$ cat config.mk
export PLATFORM = sky130hd
export DESIGN_NAME = serial_adder
export DESIGN_NICKNAME = d
export VERILOG_FILES = /design/src/rtl/serial_adder_pkg.sv /design/src/rtl/serial_adder_full_adder.sv /design/src/rtl/serial_adder.sv
export SDC_FILE = /design/constraint.sdc
export NUM_CORES = 1
export LEC_CHECK = 0
export BUFFER_PORTS_ARGS = -buffer_cell sky130_fd_sc_hd__clkbuf_2
export CORE_ASPECT_RATIO = 1.1
export CORE_MARGIN = 2
export CORE_UTILIZATION = 50
export DETAILED_ROUTE_END_ITERATION = 8
export PLACE_DENSITY_LB_ADDON = 0.15
export RECOVER_POWER = 100
export SETUP_SLACK_MARGIN = 0.3
export SYNTH_ARGS = -nofsm -noshare
export SYNTH_HDL_FRONTEND = slang
export SYNTH_SLANG_ARGS = --single-unit
$ cat constraint.sdc
create_clock -name sys_clk -period 1.9 [get_ports sys_clk]
set_input_delay 0.285 -clock sys_clk [delete_from_list [all_inputs] [get_ports sys_clk]]
set_output_delay 0.285 -clock sys_clk [all_outputs]
set_load 0.005 [all_outputs]
$ cat src/rtl/serial_adder_pkg.sv
// Shared definitions for the bit-serial adder/subtractor: state encoding and
// the counter-sizing helper.
package serial_adder_pkg;

  typedef enum logic [1:0] {
    IDLE = 2'd0,
    RUN  = 2'd1,
    DONE = 2'd2
  } state_t;

  function automatic int clog2(input int n);
    int r;
    int v;
    r = 0;
    v = n - 1;
    while (v > 0) begin
      r = r + 1;
      v = v >> 1;
    end
    return r;
  endfunction

endpackage

$ cat src/rtl/serial_adder_full_adder.sv
// Single-bit full adder cell; the only arithmetic in the serial adder.
module full_adder (
  input  logic a,
  input  logic b,
  input  logic ci,
  output logic s,
  output logic co
);

  assign s  = a ^ b ^ ci;
  assign co = (a & b) | (a & ci) | (b & ci);

endmodule

$ cat src/rtl/serial_adder.sv
// Bit-serial adder/subtractor, LSB first, one full_adder reused over WIDTH
// cycles with valid/ready handshakes on input and output.
module serial_adder
  import serial_adder_pkg::*;
#(
  parameter int WIDTH = 8
) (
  input  logic             sys_clk,
  input  logic             sys_rst_n,
  input  logic             in_valid,
  output logic             in_ready,
  input  logic [WIDTH-1:0] in_1,
  input  logic [WIDTH-1:0] in_2,
  input  logic             cin,
  input  logic             op_sub,
  output logic             out_valid,
  input  logic             out_ready,
  output logic [WIDTH-1:0] sum,
  output logic             count,
  output logic             overflow
);

  // state | meaning
  // IDLE  | waiting for operands, in_ready high
  // RUN   | one bit per cycle through the full adder
  // DONE  | result registered, waiting for out_ready

  localparam int CW = clog2(WIDTH);
  localparam logic [CW-1:0] LAST   = CW'(WIDTH - 1);
  localparam logic [CW-1:0] PENULT = CW'(WIDTH - 2);

  state_t          state;
  logic [WIDTH-1:0] a_sh;
  logic [WIDTH-1:0] b_sh;
  logic [WIDTH-1:0] sum_sh;
  logic             carry;
  logic             c_msb_in;
  logic [CW-1:0]    bit_cnt;
  logic             fa_s;
  logic             fa_co;

  full_adder u_fa (
    .a  (a_sh[0]),
    .b  (b_sh[0]),
    .ci (carry),
    .s  (fa_s),
    .co (fa_co)
  );

  assign in_ready = (state == IDLE);

  always_ff @(posedge sys_clk or negedge sys_rst_n) begin
    if (!sys_rst_n) begin
      state     <= IDLE;
      a_sh      <= '0;
      b_sh      <= '0;
      sum_sh    <= '0;
      carry     <= 1'b0;
      c_msb_in  <= 1'b0;
      bit_cnt   <= '0;
      out_valid <= 1'b0;
      sum       <= '0;
      count     <= 1'b0;
      overflow  <= 1'b0;
    end else begin
      case (state)
        IDLE: begin
          if (in_valid) begin
            // subtraction is A + ~B + 1, with borrow-in folded into the carry
            a_sh    <= in_1;
            b_sh    <= op_sub ? ~in_2 : in_2;
            carry   <= cin ^ op_sub;
            bit_cnt <= '0;
            state   <= RUN;
          end
        end
        RUN: begin
          a_sh   <= a_sh >> 1;
          b_sh   <= b_sh >> 1;
          sum_sh <= {fa_s, sum_sh[WIDTH-1:1]};
          carry  <= fa_co;
          if (bit_cnt == PENULT) c_msb_in <= fa_co;
          if (bit_cnt == LAST) begin
            // final bit: carry register holds the carry into the MSB
            state     <= DONE;
            out_valid <= 1'b1;
            sum       <= {fa_s, sum_sh[WIDTH-1:1]};
            count     <= fa_co;
            overflow  <= carry ^ fa_co;
          end else begin
            bit_cnt <= bit_cnt + CW'(1);
          end
        end
        DONE: begin
          if (out_ready) begin
            out_valid <= 1'b0;
            state     <= IDLE;
          end
        end
        default: state <= IDLE;
      endcase
    end
  end

endmodule
After elaboration in Yosys (flattened, before gate mapping)
Cells that the tools add are included.
- bits in registers: 41
- bits in latches: 0
- bits in writable memories: 0
- bits in read-only memories: 0
- input bits: 22
- memories kept: 0
- $add $sub $neg: 1
- multiply operators: 0
- divide/modulo/power cells: 0
- $lt $le $gt $ge: 0
- eq/ne operators: 7
- shift operators: 0
- multiplexer cells: 17
- bitwise operators: 10
- reductions and logical operators: 8
- operators by type and width (kind ; number):
    8-bit one-hot mux with 2 select lines ; 2
    8-bit 2-to-1 mux ; 3
    3-bit AND reduction ; 3
    2-bit != test (second input constant) ; 4
    8-bit NOT ; 1
    2-bit 2-to-1 mux ; 3
    3-bit 2-to-1 mux ; 2
    2-bit one-hot mux with 3 select lines ; 1
    3-bit one-hot mux with 2 select lines ; 1
    1-bit one-hot mux with 2 select lines ; 2
    2-bit AND reduction ; 2
    2-bit nonzero test ; 2
    1-bit bitwise XOR ; 4
    3-bit by 1-bit adder with 3-bit output (second input constant) ; 1
    1-bit bitwise AND ; 3
    3-bit == test (second input constant) ; 1
    1-bit 2-to-1 mux ; 3
    2-bit by 1-bit == test with 1-bit output (second input constant) ; 1
    2-bit == test (second input constant) ; 1
    2-bit zero test ; 1
    1-bit bitwise OR ; 2

Longest topological paths before layout
- depth after elaboration: 4
- depth in mapped cells: 6
- mapped depth without buffers: 5

Hierarchy
From an unflattened synthesis, not the netlist that was laid out.
- cells, all modules: 149
- area, all modules: 1854.3 µm²
- modules (own cells, without submodules) (module ; instances ; cells each ; area an instance (µm²) ; sequential area each (µm²)):
    serial_adder ; 1 ; 148 ; 1834.3 ; 1001.0
    full_adder ; 1 ; 1 ; 20.0 ; 0.0

Worst setup path after synthesis
OpenSTA, ideal clock, no wires.
- path kind: register to register
- from: register bit_cnt[0]
- to: register sum[0]
- library setup time: 0.125 ns
- arrival time: 1.410 ns
- slack: 0.365 ns
- stages on the path, launching flop included: 6
- period minus slack after synthesis: 1.535 ns
- path through: dfrtp_1 -> ha_1 -> ha_1 -> nand3b_4 -> buf_2 -> mux2_2
- longest elaborated chain between the ends: 2
- RTL lines (item ; line ; source):
    start: declaration ; serial_adder.sv:38 ; logic [CW-1:0] bit_cnt;
    start signal: assignment ; serial_adder.sv:91 ; bit_cnt <= bit_cnt + CW'(1);
    3-bit == test ; serial_adder.sv:83 ; if (bit_cnt == LAST) begin
    2-bit AND reduction (no source line) ; n/a ;
    end signal: assignment ; serial_adder.sv:87 ; sum <= {fa_s, sum_sh[WIDTH-1:1]};
    end: declaration ; serial_adder.sv:18 ; output logic [WIDTH-1:0] sum,
Every way passes these cells.
A chain may end at the register's enable or synchronous reset.

Worst setup path after layout
- from: register state[0]
- to: output port in_ready
- longest elaborated chain between the ends: 1
- RTL lines (item ; line ; source):
    start: declaration ; serial_adder.sv:32 ; state_t state;
    start signal: assignment ; serial_adder.sv:54 ; state <= IDLE;
    start signal: assignment ; serial_adder.sv:74 ; state <= RUN;
    start signal: assignment ; serial_adder.sv:85 ; state <= DONE;
    2-bit zero test ; serial_adder.sv:50 ; assign in_ready = (state == IDLE);
    end: declaration ; serial_adder.sv:11 ; output logic in_ready,
Every way passes these cells.

==> impl_results.html <==
<table>
<tr><th>Metric</th><th>Value</th></tr>
<tr><th colspan="2">Outcome</th></tr>
<tr><td>Outcome</td><td>finished, final reports clean</td></tr>
<tr><th colspan="2">Drt</th></tr>
<tr><td>Total vias in the final route</td><td>between 1000 and 1500</td></tr>
<tr><td>Number of detailed-route iterations in the first pass</td><td>4</td></tr>
<tr><td>Number of DRC violations after detailed routing</td><td>0</td></tr>
<tr><td>Average wire per standard cell</td><td>about 13 um</td></tr>
<tr><td>Total Wirelength</td><td>around 3300 um</td></tr>
<tr><td>Count of antenna-violating nets left after detailed routing</td><td>0</td></tr>
<tr><td>Number of design-rule violations left by the first detailed-router iteration</td><td>31</td></tr>
<tr><td>Detail-routed via count per cell</td><td>~5.2</td></tr>
<tr><th colspan="2">Synth</th></tr>
<tr><td>Top-area cell type share of the netlist area</td><td>55.0%</td></tr>
<tr><td>Portion of the post-synthesis area used by sequential elements</td><td>a little over half</td></tr>
<tr><td>Synthesized area divided by synthesized cell count</td><td>between 10 and 15 sq um</td></tr>
<tr><td>Area contributors post-synth</td><td>dfrtp_1 55%, nand2_1 7.6%, mux2_2 6.2%, xnor2_1 4.8%, o21ai_0 2.7%</td></tr>
<tr><td>Number of different library cells in the post-synthesis netlist</td><td>31</td></tr>
<tr><td>Post-synthesis instance area</td><td>between 1500 and 2000 sq um</td></tr>
<tr><td>Cell type with the highest aggregate area in the netlist</td><td>dfrtp_1</td></tr>
<tr><td>Cells after Synth</td><td>between 150 and 200</td></tr>
<tr><td>Seq cells post-synth</td><td>40</td></tr>
<tr><td>Post-Syn Nets</td><td>about 190</td></tr>
<tr><td>Number of warnings printed during yosys synthesis</td><td>0</td></tr>
<tr><th colspan="2">Clock tree</th></tr>
<tr><td>Clk Tree Root Cell</td><td>clkbuf_8</td></tr>
<tr><td>Skew-Pair Late Insertion Delay</td><td>~300 ps</td></tr>
<tr><td>Maximum buffer depth of the clock tree</td><td>2</td></tr>
<tr><td>Clock transition at the registers of the reported paths</td><td>around 70 ps</td></tr>
<tr><td>Number of buffers created by CTS</td><td>5</td></tr>
<tr><td>Number of hold buffers added after CTS</td><td>0</td></tr>
<tr><td>CTS H-tree depth</td><td>2</td></tr>
<tr><td>Clock Sink Count</td><td>40</td></tr>
<tr><td>Clock tree from TritonCTS</td><td>yes</td></tr>
<tr><th colspan="2">Setup path</th></tr>
<tr><td>Data arrival, critical path</td><td>1310 ps</td></tr>
<tr><td>Worst-path maximum fanout</td><td>15</td></tr>
<tr><td>Worst Setup EP</td><td>in_ready</td></tr>
<tr><td>Crit Reg-Reg Startpoint</td><td>bit_cnt[0]$_DFFE_PN0P_</td></tr>
<tr><td>Critical path endpoint category</td><td>primary output</td></tr>
<tr><td>Sort of element at the start of the critical path</td><td>flip-flop</td></tr>
<tr><td>Origin of the worst setup path</td><td>state[0]$_DFFE_PN0P_</td></tr>
<tr><td>Number of cells on the worst reg-to-reg path</td><td>5</td></tr>
<tr><td>Worst-case register-to-register setup slack</td><td>roughly 330 ps</td></tr>
<tr><td>Terminus of the critical flop-to-flop path</td><td>bit_cnt[0]$_DFFE_PN0P_</td></tr>
<tr><td>Crit path required time</td><td>between 1500 and 2000 ps</td></tr>
<tr><td>Crit path kind</td><td>reg -&gt; out</td></tr>
<tr><th colspan="2">STA</th></tr>
<tr><td>Number of pins exceeding their max-slew limit in the final report</td><td>0</td></tr>
<tr><td>Clock Skews</td><td>approximately 4 ps</td></tr>
<tr><td>Final min period</td><td>between 1500 and 2000 ps</td></tr>
<tr><td>Post-route fraction of the period consumed by the critical path</td><td>~84%</td></tr>
<tr><td>Final count of hold timing violations</td><td>0</td></tr>
<tr><td>Setup repair after global routing missed its margin</td><td>no</td></tr>
<tr><td>Actual slew at the worst max-slew pin</td><td>about 960 ps</td></tr>
<tr><td>Final setup violation count</td><td>0</td></tr>
<tr><td>Max-slew headroom</td><td>around 36%</td></tr>
<tr><td>Final TNS setup</td><td>0 ps</td></tr>
<tr><td>Max frequency</td><td>roughly 0.63 GHz</td></tr>
<tr><td>Hold WS</td><td>211 ps</td></tr>
<tr><th colspan="2">Place</th></tr>
<tr><td>Final HPWL from detailed placement</td><td>approximately 2300 um</td></tr>
<tr><td>Number of input and output port buffers inserted</td><td>33</td></tr>
<tr><td>Gpl congestion</td><td>0.847</td></tr>
<tr><th colspan="2">Floorplanning</th></tr>
<tr><td>Die W</td><td>between 60 and 70 um</td></tr>
<tr><td>Row cnt</td><td>23</td></tr>
<tr><td>Total I/O pin count</td><td>34</td></tr>
<tr><td>Area of the placeable core</td><td>between 3000 and 4000 sq um</td></tr>
<tr><td>Overall die area</td><td>a little over 4000 sq um</td></tr>
<tr><td>Vertical die dimension</td><td>just under 70 um</td></tr>
<tr><td>Starting density of the core</td><td>51.0%</td></tr>
<tr><th colspan="2">Global routing</th></tr>
<tr><td>Aggregate global-route resource usage</td><td>between 10% and 20%</td></tr>
<tr><td>GR Overflow Total</td><td>0</td></tr>
<tr><td>Antenna violations before repair</td><td>0</td></tr>
<tr><td>Largest net degree at the start of global routing</td><td>about 40</td></tr>
<tr><td>Wire length of the first global-routing pass</td><td>5610 um</td></tr>
<tr><td>Via count of the first global-routing pass</td><td>about 1200</td></tr>
<tr><th colspan="2">Final layout</th></tr>
<tr><td>Diodes inserted</td><td>0</td></tr>
<tr><td>Count of fill cells added during filler insertion</td><td>between 300 and 400</td></tr>
<tr><td>Fraction of final layout cells sized beyond drive strength 1</td><td>between 20% and 30%</td></tr>
<tr><td>Total number of nets in the final design</td><td>approximately 220</td></tr>
<tr><td>Relative area change from synthesis to final layout</td><td>14.9%</td></tr>
<tr><th colspan="2">Run</th></tr>
<tr><td>Reported max-cap violation count</td><td>0</td></tr>
<tr><th colspan="2">Min path</th></tr>
<tr><td>HP Class</td><td>in -&gt; async</td></tr>
<tr><th colspan="2">Power and ir drop</th></tr>
<tr><td>Highest ir drop seen on vdd</td><td>~0.56 mV</td></tr>
<tr><td>Total leakage power</td><td>1.01 nW</td></tr>
<tr><td>Power density over the cells</td><td>between 1000 and 1500 nW/um^2</td></tr>
</table>
[flip-flops by register name, indices dropped and copies added, names as in the netlist]
signal     flops
a_sh           8
b_sh           8
bit_cnt        3
carry          1
count          1
out_valid      1
overflow       1
state          2
sum            8
sum_sh         7
[cell usage after synthesis]
library cell,instances
xnor2_1,10
o211ai_1,5
buf_2,4
nand2_1,37
o21ai_1,1
nand3b_1,5
a221o_2,2
a21oi_1,2
clkbuf_1,3
o21ai_0,10
nor2b_1,2
buf_6,2
o21bai_4,1
nand3b_4,1
fa_1,1
dfrtp_1,40
and3b_1,1
nand2b_1,1
a22o_1,2
and2b_1,1
a22oi_1,6
mux2_2,10
inv_1,2
clkbuf_2,1
or3b_1,1
buf_4,1
o21bai_2,1
a32o_1,1
a221o_1,1
ha_1,2
nor2_1,6
[per-stage QoR]
step	instance area, sq um	total power, mW	worst slack (ps)	util (%)	instances
after floorplan	1820	2.26	365	-	163
after global placement	2010	2.51	398	56.4	239
after detailed placement	2010	2.58	361	56.4	239
after CTS	2110	3.17	321	59.0	247
after global routing	2090	3.38	184	58.6	249
final	2090	3.11	301	58.6	249
[cell usage in the layout, fill, tap and decap left out]
| master | count |
|---|---|
| clkbuf_2 | 26 |
| a221o_1 | 1 |
| o211ai_1 | 5 |
| inv_1 | 2 |
| a22oi_1 | 6 |
| or3b_1 | 1 |
| nand3b_4 | 1 |
| a21oi_1 | 2 |
| a22o_1 | 2 |
| ha_1 | 2 |
| nand2_1 | 37 |
| o21bai_2 | 1 |
| nand2b_1 | 1 |
| clkbuf_1 | 9 |
| and2b_1 | 1 |
| and3b_1 | 1 |
| clkinv_2 | 2 |
| dfrtp_1 | 40 |
| nand3b_1 | 5 |
| xnor2_1 | 10 |
| fa_1 | 1 |
| o21ai_0 | 11 |
| a32o_1 | 1 |
| nor2b_1 | 2 |
| a221o_2 | 2 |
| clkbuf_8 | 6 |
| o21bai_1 | 1 |
| mux2_2 | 10 |
| nor2_1 | 6 |
| buf_4 | 3 |
| clkbuf_4 | 1 |
[layer usage]
layer | up-vias | track usage [%] | routed length (um)
met2 | 33 | 28.9 | 1590
met4 | 0 | 10.4 | 67
li1 | 625 | - | -
met5 | - | 0 | 0
met1 | 639 | 23.7 | 1450
met3 | 5 | 4.60 | 161
[worst min path at each step]
stage	startpoint	to	slack, ps	depth (start not counted)
after floorplan	sys_rst_n	a_sh[0]$_DFFE_PN0P_	-10	0
after global placement	sys_rst_n	sum[6]$_DFFE_PN0P_	370	2
after detailed placement	sys_rst_n	sum[6]$_DFFE_PN0P_	370	2
after CTS	sys_rst_n	sum[7]$_DFFE_PN0P_	50	2
after global routing	out_ready	state[1]$_DFFE_PN0P_	240	4
final	sys_rst_n	sum[6]$_DFFE_PN0P_	210	2
[cell type report]
type | instances | area, sq um | share of cell area, %
Clock buffer | 6 | 82.6 | 3.95
Clock inverter | 2 | 10.0 | 0.478
Inverter | 2 | 7.51 | 0.359
Multi-Input combinational cell | 110 | 734 | 35.1
Sequential cell | 40 | 1000 | 47.8
Tap cell | 50 | 62.6 | 2.99
Timing Repair Buffer | 39 | 194 | 9.27
[report_power, final]
| group | total [mW] | internal (mW) | switching, mW | leakage (nW) |
|---|---|---|---|---|
| clock | 0.586 | 0.290 | 0.296 | 0.0510 |
| combinational | 1.10 | 0.536 | 0.566 | 0.447 |
| sequential | 1.42 | 1.20 | 0.225 | 0.509 |
| total | 3.11 | 2.02 | 1.09 | 1.01 |
[logic make-up (layout without fill, tap and decap cells)]
| logic type | Yosys count | in the layout | share of synthesized area, % |
|---|---|---|---|
| XOR/XNOR | 10 | 10 | 4.81 |
| buffers and inverters | 13 | 49 | 4.05 |
| AND/OR/NAND/NOR | 55 | 55 | 14.4 |
| multiplexers | 10 | 10 | 6.19 |
| adder cells (fa/ha/maj) | 3 | 3 | 2.47 |
| AO/OA/AOI/OAI | 32 | 32 | 13.1 |
| flip-flops | 40 | 40 | 55.0 |
[critical path, cell delays in order, from the launching register on]
cell	delay (ps)
dfrtp_1	430
clkbuf_2	260
nor2_1	190
clkbuf_2	140
[repair_timing]
item,4_1_cts,5_1_grt
setup buffers,0,2
gates resized for setup,1,2
cloned,0,0
endpoints found under the setup margin,1,3
Note: power is estimated with default switching activity, not from simulation.
